===== src/rtl/mem_arbiter.sv =====
// Two-requester (IFU fetch / LSU load-store) arbiter onto a single memory command port.
// Define MEM_ARB_RR_EN for round-robin on conflict; default is fixed LSU-over-IFU priority.
module mem_arbiter #(
  parameter int unsigned ADDR_WIDTH = 32,
  parameter int unsigned DATA_WIDTH = 32
) (
  input  logic                  clk,
  input  logic                  rst,

  input  logic                  ifu_req_valid,
  output logic                  ifu_req_ready,
  input  logic [ADDR_WIDTH-1:0] ifu_addr,
  output logic                  ifu_resp_valid,
  output logic [DATA_WIDTH-1:0] ifu_rdata,

  input  logic                  lsu_req_valid,
  output logic                  lsu_req_ready,
  input  logic [ADDR_WIDTH-1:0] lsu_addr,
  input  logic                  lsu_wen,
  input  logic [DATA_WIDTH-1:0] lsu_wdata,
  input  logic [1:0]            lsu_wbyte,
  output logic                  lsu_resp_valid,
  output logic [DATA_WIDTH-1:0] lsu_rdata,

  output logic [ADDR_WIDTH-1:0] mem_addr,
  output logic [DATA_WIDTH-1:0] mem_wdata,
  output logic                  mem_wen,
  output logic                  mem_ren,
  output logic [1:0]            mem_wbyte,
  input  logic [DATA_WIDTH-1:0] mem_rdata
);

  typedef enum logic [1:0] {
    StIdle,
    StAccess,
    StResp
  } state_e;

  localparam logic IdIfu = 1'b0;
  localparam logic IdLsu = 1'b1;

  state_e                  state_q, state_d;
  logic                    id_q, id_d;
  logic [ADDR_WIDTH-1:0]   addr_q, addr_d;
  logic                    wen_q, wen_d;
  logic [DATA_WIDTH-1:0]   wdata_q, wdata_d;
  logic [1:0]              wbyte_q, wbyte_d;

  logic                    gnt_ifu, gnt_lsu;
  logic                    handshake;

`ifdef MEM_ARB_RR_EN
  logic                    last_q, last_d;
`endif

  // Grant only in IDLE and never while reset is held, so readys are 0 during reset.
  always_comb begin
    gnt_ifu = 1'b0;
    gnt_lsu = 1'b0;
    if (rst && (state_q == StIdle)) begin
      if (ifu_req_valid && lsu_req_valid) begin
`ifdef MEM_ARB_RR_EN
        gnt_ifu = (last_q == IdLsu);
        gnt_lsu = (last_q == IdIfu);
`else
        gnt_lsu = 1'b1;
`endif
      end else begin
        gnt_ifu = ifu_req_valid;
        gnt_lsu = lsu_req_valid;
      end
    end
  end

  assign ifu_req_ready = gnt_ifu;
  assign lsu_req_ready = gnt_lsu;
  assign handshake     = gnt_ifu | gnt_lsu;

  always_comb begin
    state_d = state_q;
    id_d    = id_q;
    addr_d  = addr_q;
    wen_d   = wen_q;
    wdata_d = wdata_q;
    wbyte_d = wbyte_q;
    case (state_q)
      StIdle: begin
        if (handshake) begin
          state_d = StAccess;
          if (gnt_lsu) begin
            id_d    = IdLsu;
            addr_d  = lsu_addr;
            wen_d   = lsu_wen;
            wdata_d = lsu_wdata;
            wbyte_d = lsu_wbyte;
          end else begin
            // Fetch is a read-only full-word access.
            id_d    = IdIfu;
            addr_d  = ifu_addr;
            wen_d   = 1'b0;
            wdata_d = '0;
            wbyte_d = 2'b11;
          end
        end
      end
      StAccess: state_d = StResp;
      StResp:   state_d = StIdle;
      default:  state_d = StIdle;
    endcase
  end

`ifdef MEM_ARB_RR_EN
  always_comb begin
    last_d = last_q;
    if (handshake) begin
      last_d = gnt_lsu ? IdLsu : IdIfu;
    end
  end
`endif

  always_ff @(posedge clk or negedge rst) begin
    if (!rst) begin
      state_q <= StIdle;
      id_q    <= IdIfu;
      addr_q  <= '0;
      wen_q   <= 1'b0;
      wdata_q <= '0;
      wbyte_q <= 2'b00;
`ifdef MEM_ARB_RR_EN
      last_q  <= IdLsu;
`endif
    end else begin
      state_q <= state_d;
      id_q    <= id_d;
      addr_q  <= addr_d;
      wen_q   <= wen_d;
      wdata_q <= wdata_d;
      wbyte_q <= wbyte_d;
`ifdef MEM_ARB_RR_EN
      last_q  <= last_d;
`endif
    end
  end

  always_comb begin
    mem_addr       = '0;
    mem_wdata      = '0;
    mem_wen        = 1'b0;
    mem_ren        = 1'b0;
    mem_wbyte      = 2'b00;
    ifu_resp_valid = 1'b0;
    ifu_rdata      = '0;
    lsu_resp_valid = 1'b0;
    lsu_rdata      = '0;
    case (state_q)
      StAccess: begin
        mem_addr  = addr_q;
        mem_wdata = wdata_q;
        mem_wbyte = wbyte_q;
        mem_wen   = wen_q & (id_q == IdLsu);
        mem_ren   = ~mem_wen;
      end
      StResp: begin
        // Memory read data arrives the cycle after mem_ren, i.e. now.
        if (id_q == IdLsu) begin
          lsu_resp_valid = 1'b1;
          lsu_rdata      = wen_q ? '0 : mem_rdata;
        end else begin
          ifu_resp_valid = 1'b1;
          ifu_rdata      = mem_rdata;
        end
      end
      default: ;
    endcase
  end

endmodule


===== config.mk =====
export PLATFORM = sky130hd
export DESIGN_NAME = mem_arbiter
export DESIGN_NICKNAME = d
export VERILOG_FILES = /design/src/rtl/mem_arbiter.sv
export SDC_FILE = /design/constraint.sdc
export NUM_CORES = 1
export LEC_CHECK = 0
export CORE_MARGIN = 2
export CORE_UTILIZATION = 38
export CTS_CLUSTER_SIZE = 12
export DETAILED_ROUTE_END_ITERATION = 8
export PLACE_DENSITY = 0.87
export SYNTH_ARGS = -nofsm -noshare
export SYNTH_HDL_FRONTEND = slang
export SYNTH_SLANG_ARGS = --single-unit
export TNS_END_PERCENT = 1

===== constraint.sdc =====
create_clock -name clk -period 4.6 [get_ports clk]
set_input_delay 0.92 -clock clk [delete_from_list [all_inputs] [get_ports clk]]
set_output_delay 0.92 -clock clk [all_outputs]
set_load 0.05 [all_outputs]

==> flow_metrics.py <==
metrics = {
    "detailed_routing": {
        "wirelength_mm": 13.92,
        "drt-initial-drc-count": 250,
        "vias": 3935,
        "drt_first_pass_iters": 4,
        "drc": 0,
        "avgViaCountPerCell": 5.310,
        "wl_per_cell_um": 18.79,
        "detail-route-antenna-nets": 0,
    },
    "worst_setup_path": {
        "worstPathRequired_ns": 3.68,
        "path_max_fanout": 69,
        "start_kind": "flip-flop",
        "cp.arrival_ns": 2.82,
        "setup.worst_path.class": "reg -> out",
        "crit_path_end_kind": "output pin",
        "rrSetupSlack_ns": 2.49,
    },
    "floorplan": {
        "die_area_um2": 10930,
        "dieWidth_um": 104.5,
        "die_h_um": 104.5,
        "start_util_pct": 39.30,
        "io_pins": 271,
        "rows": 36,
        "coreArea_um2": 9774,
    },
    "timing": {
        "max_freq_mhz": 267.5,
        "fin_crit_ns": 3.739,
        "setup-violations-final": 0,
        "final_max_slew_viol_count": 0,
        "rsz0062_at_grt": "false",
        "fin_crit_sh_pct": 81.27,
        "skew_ns": 0.01129,
        "timing.final.hold_violations": 0,
        "whs_ns": 0.4968,
        "maxSlewHeadroom_pct": 10.68,
        "tightestPinTransition_ns": 1.340,
        "fin_setup_tns_ns": 0,
    },
    "synthesis": {
        "netlist_area_um2": 3841,
        "synth_area_per_cell_um2": 10.91,
        "synth-seq-cells": 70,
        "yosysUniqueCellTypes": 26,
        "postSynthCellCount": 352,
        "synth_nets": 487,
        "ys_seq_area_share_pct": 45.60,
        "yosys_warnings": 0,
    },
    "power": {
        "switching_power_uw": 888.2,
        "p_seq_share_pct": 37.6,
        "clkPwrFrac_pct": 21.7,
        "leakagePower_uw": 0.002721,
        "combinationalPowerShare_pct": 40.6,
        "powerDensity_nw_per_um2": 337.4,
        "sw_frac_of_total_pct": 38.67,
        "p_int_uw": 1408,
        "irDropWorstVdd_v": 0.0002367,
    },
    "clocking": {
        "cts_made_buffers": 9,
        "clock_path_buffers": 2,
        "htreeDepth": 3,
        "clockRootBuffer": "clkbuf_8",
        "tritoncts": "built",
        "cts.clk_slew.worst_paths_ns": 0.09,
        "clkSinkCount": 70,
        "clk_latency_ns": 0.34,
        "cts_setup_buffers": 0,
        "ctsResizeCount": 0,
        "cts_hold_buf": 0,
    },
    "layout": {
        "antenna_cells": 0,
        "final.fill_count": 730,
        "drive_gt1_share_pct": 10.69,
        "syn_to_final_growth_pct": 77.20,
        "postLayoutCoreUtil_pct": 69.64,
        "fin_nets": 738,
    },
    "worst_hold_path": {
        "hold_class": "reg -> reg",
    },
    "global_routing": {
        "antenna_found_initial": 0,
        "grt_overflow_total": 0,
        "grt_pass1_vias": 3975,
        "grt_max_degree": 71,
        "grtUsageTotal_pct": 24.75,
        "grt_pass1_wl_mm": 21.68,
    },
    "placed_design": {
        "gp_congestion": 0.8068,
        "dpl.hpwl_mm": 10.10,
        "port_buffers": 270,
    },
    "flow_run": {
        "drv_cap": 0,
    },
    "outcome": {
        "status": "complete, no violations",
    },
}
-- layout by cell type (no fill, tap or decap), types with 3 or more instances in the layout --
cell type and n:
dfrtp_1 70, a22o_1 33, inv_8 3, o221a_2 32, buf_4 7, o32a_1 30
nand2_1 3, and2_1 130, clkbuf_8 9, clkdlybuf4s50_1 267
-- cells by family after synthesis --
group,count (synthesis),synth area share (%)
AND/OR/NAND/NOR,143,23.62
flip-flops,70,45.60
AO/OA/AOI/OAI,101,26.16
buffers and inverters,38,4.625
-- final timing paths --
kind	start	to	cells after the start
worst max-delay path	state_q[1]$_DFFE_PN0P_	mem_ren	3
worst min-delay path	wdata_q[10]$_DFFE_PN0P_	wdata_q[10]$_DFFE_PN0P_	1
worst max register to register	state_q[1]$_DFFE_PN0P_	addr_q[0]$_DFFE_PN0P_	3
worst min register to register	wdata_q[10]$_DFFE_PN0P_	wdata_q[10]$_DFFE_PN0P_	1
max in group asynchronous	rst	wdata_q[11]$_DFFE_PN0P_	2
min in group asynchronous	rst	addr_q[8]$_DFFE_PN0P_	2
-- power groups by stage --
stage | clock [uW] | combinational (uW) | sequential, uW
5_1_grt | 549 | 980 | 883
6_report | 499 | 933 | 864
3_3_place_gp | 0 | 919 | 863
4_1_cts | 516 | 938 | 863
3_5_place_dp | 0 | 935 | 870
2_1_floorplan | 0 | 602 | 836
-- registers in the layout, indices dropped and copies added (netlist names) --
signal,flops
addr_q,32
wbyte_q,2
id_q,1
wdata_q,32
state_q,2
wen_q,1
-- through the flow --
step           cells  setup WS, ns  total power (uW)  cell area, um2
5_1_grt          741        0.7143              2411            6807
6_report         741        0.8615              2297            6807
3_3_place_gp     725         1.312              1781            6608
2_1_floorplan    352         1.636              1438            3841
3_5_place_dp     725         1.224              1805            6608
4_1_cts          741        0.8334              2316            6807
-- cells in the mapped netlist (all sizes together) --
cell type,n,area [um2]
and2,130,813.3
dfrtp,70,1752
a22o,33,289.0
o221a,32,360.4
o32a,32,322.8
clkbuf,27,101.4
buf,9,68.81
nand2,3,11.26
inv,2,7.500
nor3b,2,26.28
o22a,2,17.52
a21boi,1,7.510
a21o,1,7.510
and2b,1,8.760
and3,1,6.260
and3b,1,10.01
nand2b,1,6.260
nor2,1,3.750
nor2b,1,6.260
or2,1,6.260
or3b,1,8.760
-- worst max-delay path, stage by stage, from the launching register on --
cell and delay [ns]:
dfrtp_1 0.44, and2b_2 0.89, a21boi_0 0.29, clkdlybuf4s50_1 0.84
-- routing by layer --
layer	global-route usage (%)	wire (um)
met1	30.17	5553
met2	44.02	7171
met3	5.240	952
met4	6.950	245
met5	0	0
-- final cells by class --
class / instances / area [um2] / share of cell area (%)
timing repair buffer: 276 / 2765 / 40.62
multi-input combinational: 244 / 1917 / 28.16
sequential: 70 / 1752 / 25.74
tap: 133 / 166.4 / 2.445
clock buffer: 9 / 123.9 / 1.820
clock inverter: 7 / 75.07 / 1.103
inverter: 2 / 7.507 / 0.1103
Note: power is estimated with default switching activity, not from simulation.
==> patch (config.mk and constraints unchanged) <==
`addr_q` no longer has a reset.
--- a/src/rtl/mem_arbiter.sv
+++ b/src/rtl/mem_arbiter.sv
@@ -123,5 +123,4 @@
       state_q <= StIdle;
       id_q    <= IdIfu;
-      addr_q  <= '0;
       wen_q   <= 1'b0;
       wdata_q <= '0;
@@ -133,5 +132,4 @@
       state_q <= state_d;
       id_q    <= id_d;
-      addr_q  <= addr_d;
       wen_q   <= wen_d;
       wdata_q <= wdata_d;
@@ -141,4 +139,8 @@
 `endif
     end
+  end
+
+  always_ff @(posedge clk) begin
+    addr_q <= addr_d;
   end
 
Formal check against the unedited RTL: no difference found for any inputs over 10 cycles, from zero or initial values and one cycle with rst low; that may be too few to reach the edited logic, so the function may still have changed.
==> patch against the unedited design <==
Non-clock buffer count did not move; power decreased by 11%; sequential cell count unchanged; combinational power fell by 21%; register-to-register slack improved by 0.06 ns; count of clock-buffer cells in the layout grew 4; maximum frequency grew 1.7%; cell count decreased by 4.5%; design area decreased by 0.68%; worst setup slack better by 0.062 ns; wire length shrank 14%; synthesized area fell by 3.2%.
==> patch: results (changes against the unedited design) <==
final clock skew -> 0.00994 ns (-0.00135 ns)
cell area after synthesis -> 3720 µm² (-3.2%)
diode count -> 1 (+1)
reg2reg end -> addr_q[0]$_DFFE_PP_
number of synthesized flops with an enable pin -> 32 (+32)
Tot GR Track Use -> 21.9% (-2.8 points)
FFs w/ async S/R, synth -> 54.3% (-46 points)
headroom to the max-slew limit -> 50.1% (+39 points)
Hold WS -> 0.486 ns (-0.0108 ns)
Wirelength per Cell -> 17.0 µm (-9.6%)
Largest delay share family, worst path -> buffers and inverters
antenna violations before repair -> 1 (+1)
top post-synthesis cells by area -> edfxtp_1 (26%), dfrtp_1 (26%), and2_1 (22%), mux2_4 (11%), a22o_1 (7.8%)
largest net degree at the start of global routing -> 44 (-38%)
R2R Path Start -> state_q[0]$_DFFE_PN0P_
CP Capture Point -> mem_addr[31]
Non-Filler Instances -> 708 (-4.5%)
Post-Syn Area per Cell -> 12.2 µm² (+12%)
VDD IR max -> 0.207 mV (-13%)
max incr delay on CP -> 0.84 ns (-0.05 ns)
syn nets -> 439 (-9.9%)
clock network contribution to total cell area -> 3.16% (+0.24 points)
starting DRC count in detailed routing -> 118 (-53%)
multi-input gates -> 209 (-14%)
RePlAce Congestion -> 0.858 (+6.4%)
post-synthesis cell type count -> 24 (-7.7%)
status -> completed
CP Max Fanout -> 43 (-38%)
Hold Path Sink -> wbyte_q[1]$_DFFE_PN0P_
==> patch: cell count changes in the layout (fill, tap and decap cells not counted), sizes merged, moves of 4 or more <==
cell | before | now
o221a | 32 | 0
clkbuf | 9 | 13
mux2 | 0 | 32
o32a | 32 | 0
edfxtp | 0 | 32
inv | 7 | 3
dfrtp | 70 | 38
==> patch: cell families after synthesis <==
group | share of synthesized area (%)
DFF | 51.4
buffers and inverters | 3.33
AOI/OAI and AO/OA | 8.88
and+or+nand+nor | 23.9
muxes | 12.5
==> patch: routing by layer <==
metal	part of all wire, %	vias to the layer above	track usage [%]
met4	3.8	0	10.7
met1	34	1528	23.7
met3	8.4	30	6.64
met5	0	-	0
met2	54	177	39.0
li1	-	1569	-
==> patch: power breakdown <==
part           total (mW)  switching, mW  leakage [nW]  internal [mW]
Combinational       0.734          0.402          1.90          0.331
Clock               0.510          0.236         0.103          0.274
Sequential          0.789         0.0424         0.781          0.747
Total                2.03          0.681          2.79           1.35
